**src/rtl/gf_alu_pkg.sv**
```systemverilog
// Shared opcodes, FSM encoding and opcode decode
// for the GF ALU serial driver.
package gf_alu_pkg;

  localparam logic [1:0] OP_XOR   = 2'b00;
  localparam logic [1:0] OP_AND   = 2'b01;
  localparam logic [1:0] OP_ARITH = 2'b10;
  localparam logic [1:0] OP_RSVD  = 2'b11;

  typedef enum logic [1:0] {
    ST_IDLE  = 2'd0,
    ST_SHIFT = 2'd1,
    ST_GAP   = 2'd2
  } state_t;

  // bit0=XOR, bit1=AND, bit2=ARITH; reserved -> none
  function automatic logic [2:0] op_to_onehot(
    input logic [1:0] op
  );
    logic [2:0] oh;
    oh = 3'b000;
    unique case (op)
      OP_XOR:   oh = 3'b001;
      OP_AND:   oh = 3'b010;
      OP_ARITH: oh = 3'b100;
      default:  oh = 3'b000;
    endcase
    return oh;
  endfunction

endpackage

```
**src/rtl/gf_piso.sv**
```systemverilog
// Parallel-load, LSB-first shift register.
// Clears to zero whenever neither loading nor shifting.
module gf_piso #(
  parameter int WIDTH = 8
) (
  input  logic             clk,
  input  logic             rst,
  input  logic             load,
  input  logic             shift,
  input  logic [WIDTH-1:0] d,
  output logic             q
);

  logic [WIDTH-1:0] sr;

  always_ff @(posedge clk) begin
    if (rst)        sr <= '0;
    else if (load)  sr <= d;
    else if (shift) sr <= sr >> 1;
    else            sr <= '0;
  end

  assign q = sr[0];

endmodule

```
**src/rtl/gf_alu_serial_driver.sv**
```systemverilog
// Operand serializer for the bit-serial GF ALU:
// accepts a word pair, streams it LSB-first with aligned control.
module gf_alu_serial_driver
  import gf_alu_pkg::*;
#(
  parameter int WIDTH = 8,
  parameter int GAP   = 0
) (
  input  logic             clk,
  input  logic             rst,
  input  logic             in_valid,
  output logic             in_ready,
  input  logic [WIDTH-1:0] in_x,
  input  logic [WIDTH-1:0] in_y,
  input  logic [1:0]       in_op,
  input  logic             in_cmpl_x,
  input  logic             in_cmpl_y,
  input  logic             in_cin,
  output logic             X,
  output logic             Y,
  output logic             Carry_in,
  output logic             End,
  output logic             Cmpl_X,
  output logic             Cmpl_Y,
  output logic             Op_XOR,
  output logic             Op_AND,
  output logic             Op_ARITH,
  output logic             busy
);

  localparam int CW = (WIDTH > 1) ? $clog2(WIDTH) : 1;
  localparam int GW = (GAP > 1) ? $clog2(GAP) : 1;
  localparam logic [CW-1:0] BIT_LAST = CW'(WIDTH - 1);
  localparam logic [GW-1:0] GAP_LAST =
    (GAP > 0) ? GW'(GAP - 1) : '0;

  state_t        state_q, state_d;
  logic [CW-1:0] bit_q, bit_d;
  logic [GW-1:0] gap_q, gap_d;
  logic          accept;
  logic          last;
  logic          shift_on;
  logic          ready_d;

  assign accept = in_valid & in_ready;
  assign last   = (state_q == ST_SHIFT) &&
                  (bit_q == BIT_LAST);

  always_comb begin
    state_d = state_q;
    bit_d   = bit_q;
    gap_d   = gap_q;
    unique case (state_q)
      ST_IDLE: begin
        if (accept) begin
          state_d = ST_SHIFT;
          bit_d   = '0;
        end
      end
      ST_SHIFT: begin
        if (!last) begin
          bit_d = bit_q + 1'b1;
        end else if (GAP > 0) begin
          state_d = ST_GAP;
          bit_d   = '0;
          gap_d   = '0;
        end else if (accept) begin
          bit_d = '0;
        end else begin
          state_d = ST_IDLE;
          bit_d   = '0;
        end
      end
      ST_GAP: begin
        if (gap_q == GAP_LAST) begin
          state_d = ST_IDLE;
          gap_d   = '0;
        end else begin
          gap_d = gap_q + 1'b1;
        end
      end
      default: begin
        state_d = ST_IDLE;
        bit_d   = '0;
        gap_d   = '0;
      end
    endcase
  end

  // Ready is registered from next state so it lines up
  // with the state it describes.
  assign shift_on = (state_d == ST_SHIFT);
  assign ready_d  = (state_d == ST_IDLE) ||
                    (shift_on && bit_d == BIT_LAST &&
                     GAP == 0);

  always_ff @(posedge clk) begin
    if (rst) begin
      state_q  <= ST_IDLE;
      bit_q    <= '0;
      gap_q    <= '0;
      in_ready <= 1'b1;
      busy     <= 1'b0;
      Carry_in <= 1'b0;
      End      <= 1'b0;
      Cmpl_X   <= 1'b0;
      Cmpl_Y   <= 1'b0;
      Op_XOR   <= 1'b0;
      Op_AND   <= 1'b0;
      Op_ARITH <= 1'b0;
    end else begin
      state_q  <= state_d;
      bit_q    <= bit_d;
      gap_q    <= gap_d;
      in_ready <= ready_d;
      busy     <= (state_d != ST_IDLE);
      Carry_in <= accept & in_cin;
      End      <= shift_on && (bit_d == BIT_LAST);
      if (accept) begin
        Cmpl_X <= in_cmpl_x;
        Cmpl_Y <= in_cmpl_y;
        {Op_ARITH, Op_AND, Op_XOR} <=
          op_to_onehot(in_op);
      end else if (!shift_on) begin
        Cmpl_X   <= 1'b0;
        Cmpl_Y   <= 1'b0;
        Op_XOR   <= 1'b0;
        Op_AND   <= 1'b0;
        Op_ARITH <= 1'b0;
      end
    end
  end

  gf_piso #(.WIDTH(WIDTH)) u_piso_x (
    .clk   (clk),
    .rst   (rst),
    .load  (accept),
    .shift (state_q == ST_SHIFT && !last),
    .d     (in_x),
    .q     (X)
  );

  gf_piso #(.WIDTH(WIDTH)) u_piso_y (
    .clk   (clk),
    .rst   (rst),
    .load  (accept),
    .shift (state_q == ST_SHIFT && !last),
    .d     (in_y),
    .q     (Y)
  );

endmodule

```
**config.mk**
```make
export PLATFORM = sky130hd
export DESIGN_NAME = gf_alu_serial_driver
export DESIGN_NICKNAME = d
export VERILOG_FILES = /design/src/rtl/gf_alu_pkg.sv /design/src/rtl/gf_piso.sv /design/src/rtl/gf_alu_serial_driver.sv
export SDC_FILE = /design/constraint.sdc
export NUM_CORES = 1
export LEC_CHECK = 0
export BUFFER_PORTS_ARGS = -buffer_cell sky130_fd_sc_hd__buf_2
export CORE_UTILIZATION = 47
export CTS_BUF_LIST = sky130_fd_sc_hd__clkbuf_16
export CTS_CLUSTER_DIAMETER = 30
export DETAILED_ROUTE_END_ITERATION = 10
export HOLD_SLACK_MARGIN = 0.12
export PLACE_DENSITY = 0.75
export SLEW_MARGIN = 10
export SYNTH_ARGS = -nofsm -noshare
export SYNTH_HDL_FRONTEND = slang
export SYNTH_SLANG_ARGS = --single-unit
```
**constraint.sdc**
```tcl
create_clock -name clk -period 2.1 [get_ports clk]
set_clock_uncertainty 0.2 [all_clocks]
set_input_delay 0 -clock clk [delete_from_list [all_inputs] [get_ports clk]]
set_output_delay 0 -clock clk [all_outputs]
set_load 0.02 [all_outputs]
```
==> run_results.csv <==
group,metric,value,unit
status,status,"complete, no violations",
synth,yosysTopAreaCell,"dfxtp_1",
routing,post_drt_via_cell_ratio,5.20,
die,core,2020,um^2
cells_and_area,final_core_util,0.835,
synth,ys.warnings.count,0,
global_routing,grt_start_max_net_pins,20,
setup_path,critPathTopFamily,"buffers and inverters",
flow_run,maxCapViolCount,0,
routing,via_count,942,
routing,drt-pass1-iter-count,4,
clock_tree,clkSinkCount,30,
synth,synth_compound_area_frac,0.210,
power,combinationalPowerShare,0.077,
clock_tree,post-cts-setup-buffers,0,
power,irDropWorstVdd,0.000965,V
global_routing,grt_pass1_wl,4220,um
timing,hold_viol,0,
die,ios,35,
place,placed_cells,147,
clock_tree,clk_path_buf_depth,2,
clock_tree,cts_tree,"done",
power,internal_power,1.34,mW
routing,wl,2500,um
power,p_switching,291,uW
power,pwr-share-seq,0.371,
clock_tree,htreeDepth,2,
global_routing,grt_pass1_vias,1009,
setup_path,required,2.05,ns
clock_tree,root_buffer,"clkbuf_16",
place,io_buffers,34,
setup_path,path_max_fanout,7,
synth,synth.cell_area,1040,um^2
power,p_total,1.63,mW
die,die_area,2410,um^2
synth,synth.area.mux_share,0,
clock_tree,clk_latency,0.27,ns
die,start_util,0.515,
setup_path,endpoint_kind,"register",
timing,setup_violations,0,
place,gp_congestion,0.749,
timing,period_needed,1.95,ns
routing,drc_errors,0,
synth,ys_types,24,
timing,final.setup.tns,0,ns
routing,drt_iter0_markers,15,
timing,fin_crit_sh,0.927,
routing,drtAntennaViolNets,0,
power,power-per-cell-area,966,nW/um^2
hold_path,min_path_type,"reg -> reg",
die,die_x,49.1,um
setup_path,worst_path_max_delay_cell,"dlygate4sd3_1",
cells_and_area,stdcell_count,181,
setup_path,arrival,1.90,ns
power,leakage,0.741,nW
global_routing,antenna_found_initial,0,
synth,synth_top_family_by_area,"compound AO/OA/AOI/OAI gates",
synth,synth-simple-area-share,0.157,
setup_path,cp_cell_sequence,"nand3b_1 -> a32oi_1 -> nor2_1 -> dlygate4sd3_1",
routing,wl_per_cell,13.8,um
synth,synth_top_area_frac,0.577,
setup_path,critPathLaunchType,"register",
power,clkPwrFrac,0.553,
setup_path,cp_num_buf_inv,1,
synth,synthAdderAreaFrac,0.0240,
die,std_cell_rows,16,
cells_and_area,n_antenna_cell,0,
synth,syn_avg_cell_area,12.0,um^2
clock_tree,numCtsBuffers,5,
power,switching_share,0.179,
global_routing,overflow,0,
timing,rsz0062_at_grt,"no",
setup_path,worstSetupPathType,"reg -> reg",
synth,seq_area_frac_synth,0.577,
cells_and_area,syn2layout_area_growth,62.1,%
timing,max_freq,514,MHz
synth,synthCells,87,
synth,synthXorXnorAreaFrac,0,
cells_and_area,final_nets,179,
synth,ys_top_cells_by_area,"dfxtp_1 (58%), a22o_1 (13%), nor3b_4 (3.6%)",
global_routing,track_usage,0.238,
die,chipHeight,49.1,um
synth,ys_ff_latch,30,
synth,synth_fp_nets,113,
setup_path,max_stage_delay,0.55,ns
place,dp_hpwl,1280,um
timing,finalHoldWorstSlack,0.235,ns
clock_tree,cts.reportedPaths.clkPinSlew,0.05,ns
timing,drv_slew,0,
cells_and_area,drive_above_1_share,0.299,
[final timing paths]
kind | start | to | slack (ns) | depth (start not counted)
min | u_piso_x.sr[4]$_SDFF_PP0_ | u_piso_x.sr[3]$_SDFF_PP0_ | 0.23 | 1
min reg2reg | u_piso_x.sr[4]$_SDFF_PP0_ | u_piso_x.sr[3]$_SDFF_PP0_ | 0.23 | 1
max reg2reg | state_q[1]$_SDFF_PP0_ | bit_q[1]$_SDFF_PP0_ | 0.15 | 4
max | state_q[1]$_SDFF_PP0_ | bit_q[1]$_SDFF_PP0_ | 0.15 | 4
[layout make-up]
cell class | count | area [um^2]
multi-input combinational | 52 | 412
clock inverter | 3 | 63.8
tap | 27 | 33.8
fill | 109 | 334
inverter | 2 | 7.51
clock buffer | 5 | 125
timing repair buffer | 62 | 445
sequential | 30 | 601
[stage by stage]
stage                     cell area, um^2  worst slack (ns)
after floorplan                      1040             0.313
after global placement               1240             0.306
after detailed placement             1240             0.245
after CTS                            1690             0.191
after global routing                 1690            0.0814
final                                1690             0.154
[kinds of logic (layout without fill, tap and decap cells)]
kind of cell / after synthesis / after routing
compound gates: 27 / 27
fa+ha+maj: 2 / 2
buf+inv: 5 / 72
flops: 30 / 30
other cells: 1 / 1
simple gates: 22 / 22
[power groups by stage]
stage	Combinational [mW]	Sequential (mW)	Clock (mW)
CTS	0.122	0.604	0.919
global placement	0.0845	0.614	0
floorplan	0.0408	0.622	0
detailed placement	0.0855	0.615	0
finish	0.125	0.604	0.901
global route	0.136	0.605	0.933
[cell usage in the layout (no fill, tap or decap)]
cell type	instances
buf_2	34
dfxtp_1	30
dlygate4sd3_1	26
a22o_1	16
clkbuf_16	5
and2_1	4
a211oi_1	3
nand3b_1	3
a32oi_1	3
nor2_1	3
inv_1	2
nor4b_1	2
a31oi_1	2
nor3b_4	2
nand3_1	2
a21oi_1	2
ha_1	2
bufinv_16	2
buf_4	2
nand2_1	1
nand2b_1	1
nor2b_1	1
nor2_2	1
and2b_1	1
o31ai_1	1
nor4bb_1	1
clkinv_1	1
conb_1	1
[registers in the layout, indices dropped and copies added (netlist names)]
name,count
bit_q,3
state_q,2
u_piso_y.sr,8
Cmpl_X,1
busy,1
in_ready,1
Op_XOR,1
Cmpl_Y,1
Op_AND,1
u_piso_x.sr,8
End,1
Carry_in,1
Op_ARITH,1
[per-layer routing]
| metal | global-route usage | share of wire | vias up |
|---|---|---|---|
| li1 | - | - | 461 |
| met1 | 0.233 | 0.41 | 435 |
| met2 | 0.434 | 0.52 | 40 |
| met3 | 0.0748 | 0.050 | 6 |
| met4 | 0.137 | 0.022 | 0 |
| met5 | 0 | 0 | - |
[Yosys cell counts]
| master | number |
|---|---|
| buf_2 | 2 |
| dfxtp_1 | 30 |
| nor4bb_1 | 1 |
| conb_1 | 1 |
| a32oi_1 | 3 |
| nand3_1 | 2 |
| nand2_1 | 1 |
| nor4b_1 | 2 |
| nor2_1 | 3 |
| nand2b_1 | 1 |
| and2b_1 | 1 |
| o31ai_1 | 1 |
| a22o_1 | 16 |
| nor3b_4 | 2 |
| nor2b_1 | 1 |
| a31oi_1 | 2 |
| ha_1 | 2 |
| and2_1 | 4 |
| inv_1 | 2 |
| a211oi_1 | 3 |
| nor2_2 | 1 |
| nand3b_1 | 3 |
| a21oi_1 | 2 |
| buf_6 | 1 |
[timing repair]
| action | CTS | global route |
|---|---|---|
| gates resized for setup | 0 | 0 |
| endpoints found under the hold margin | 29 | 0 |
| setup endpoints to repair | 0 | 0 |
| hold buffers | 26 | 0 |
Power figures use the tool's default switching activity.
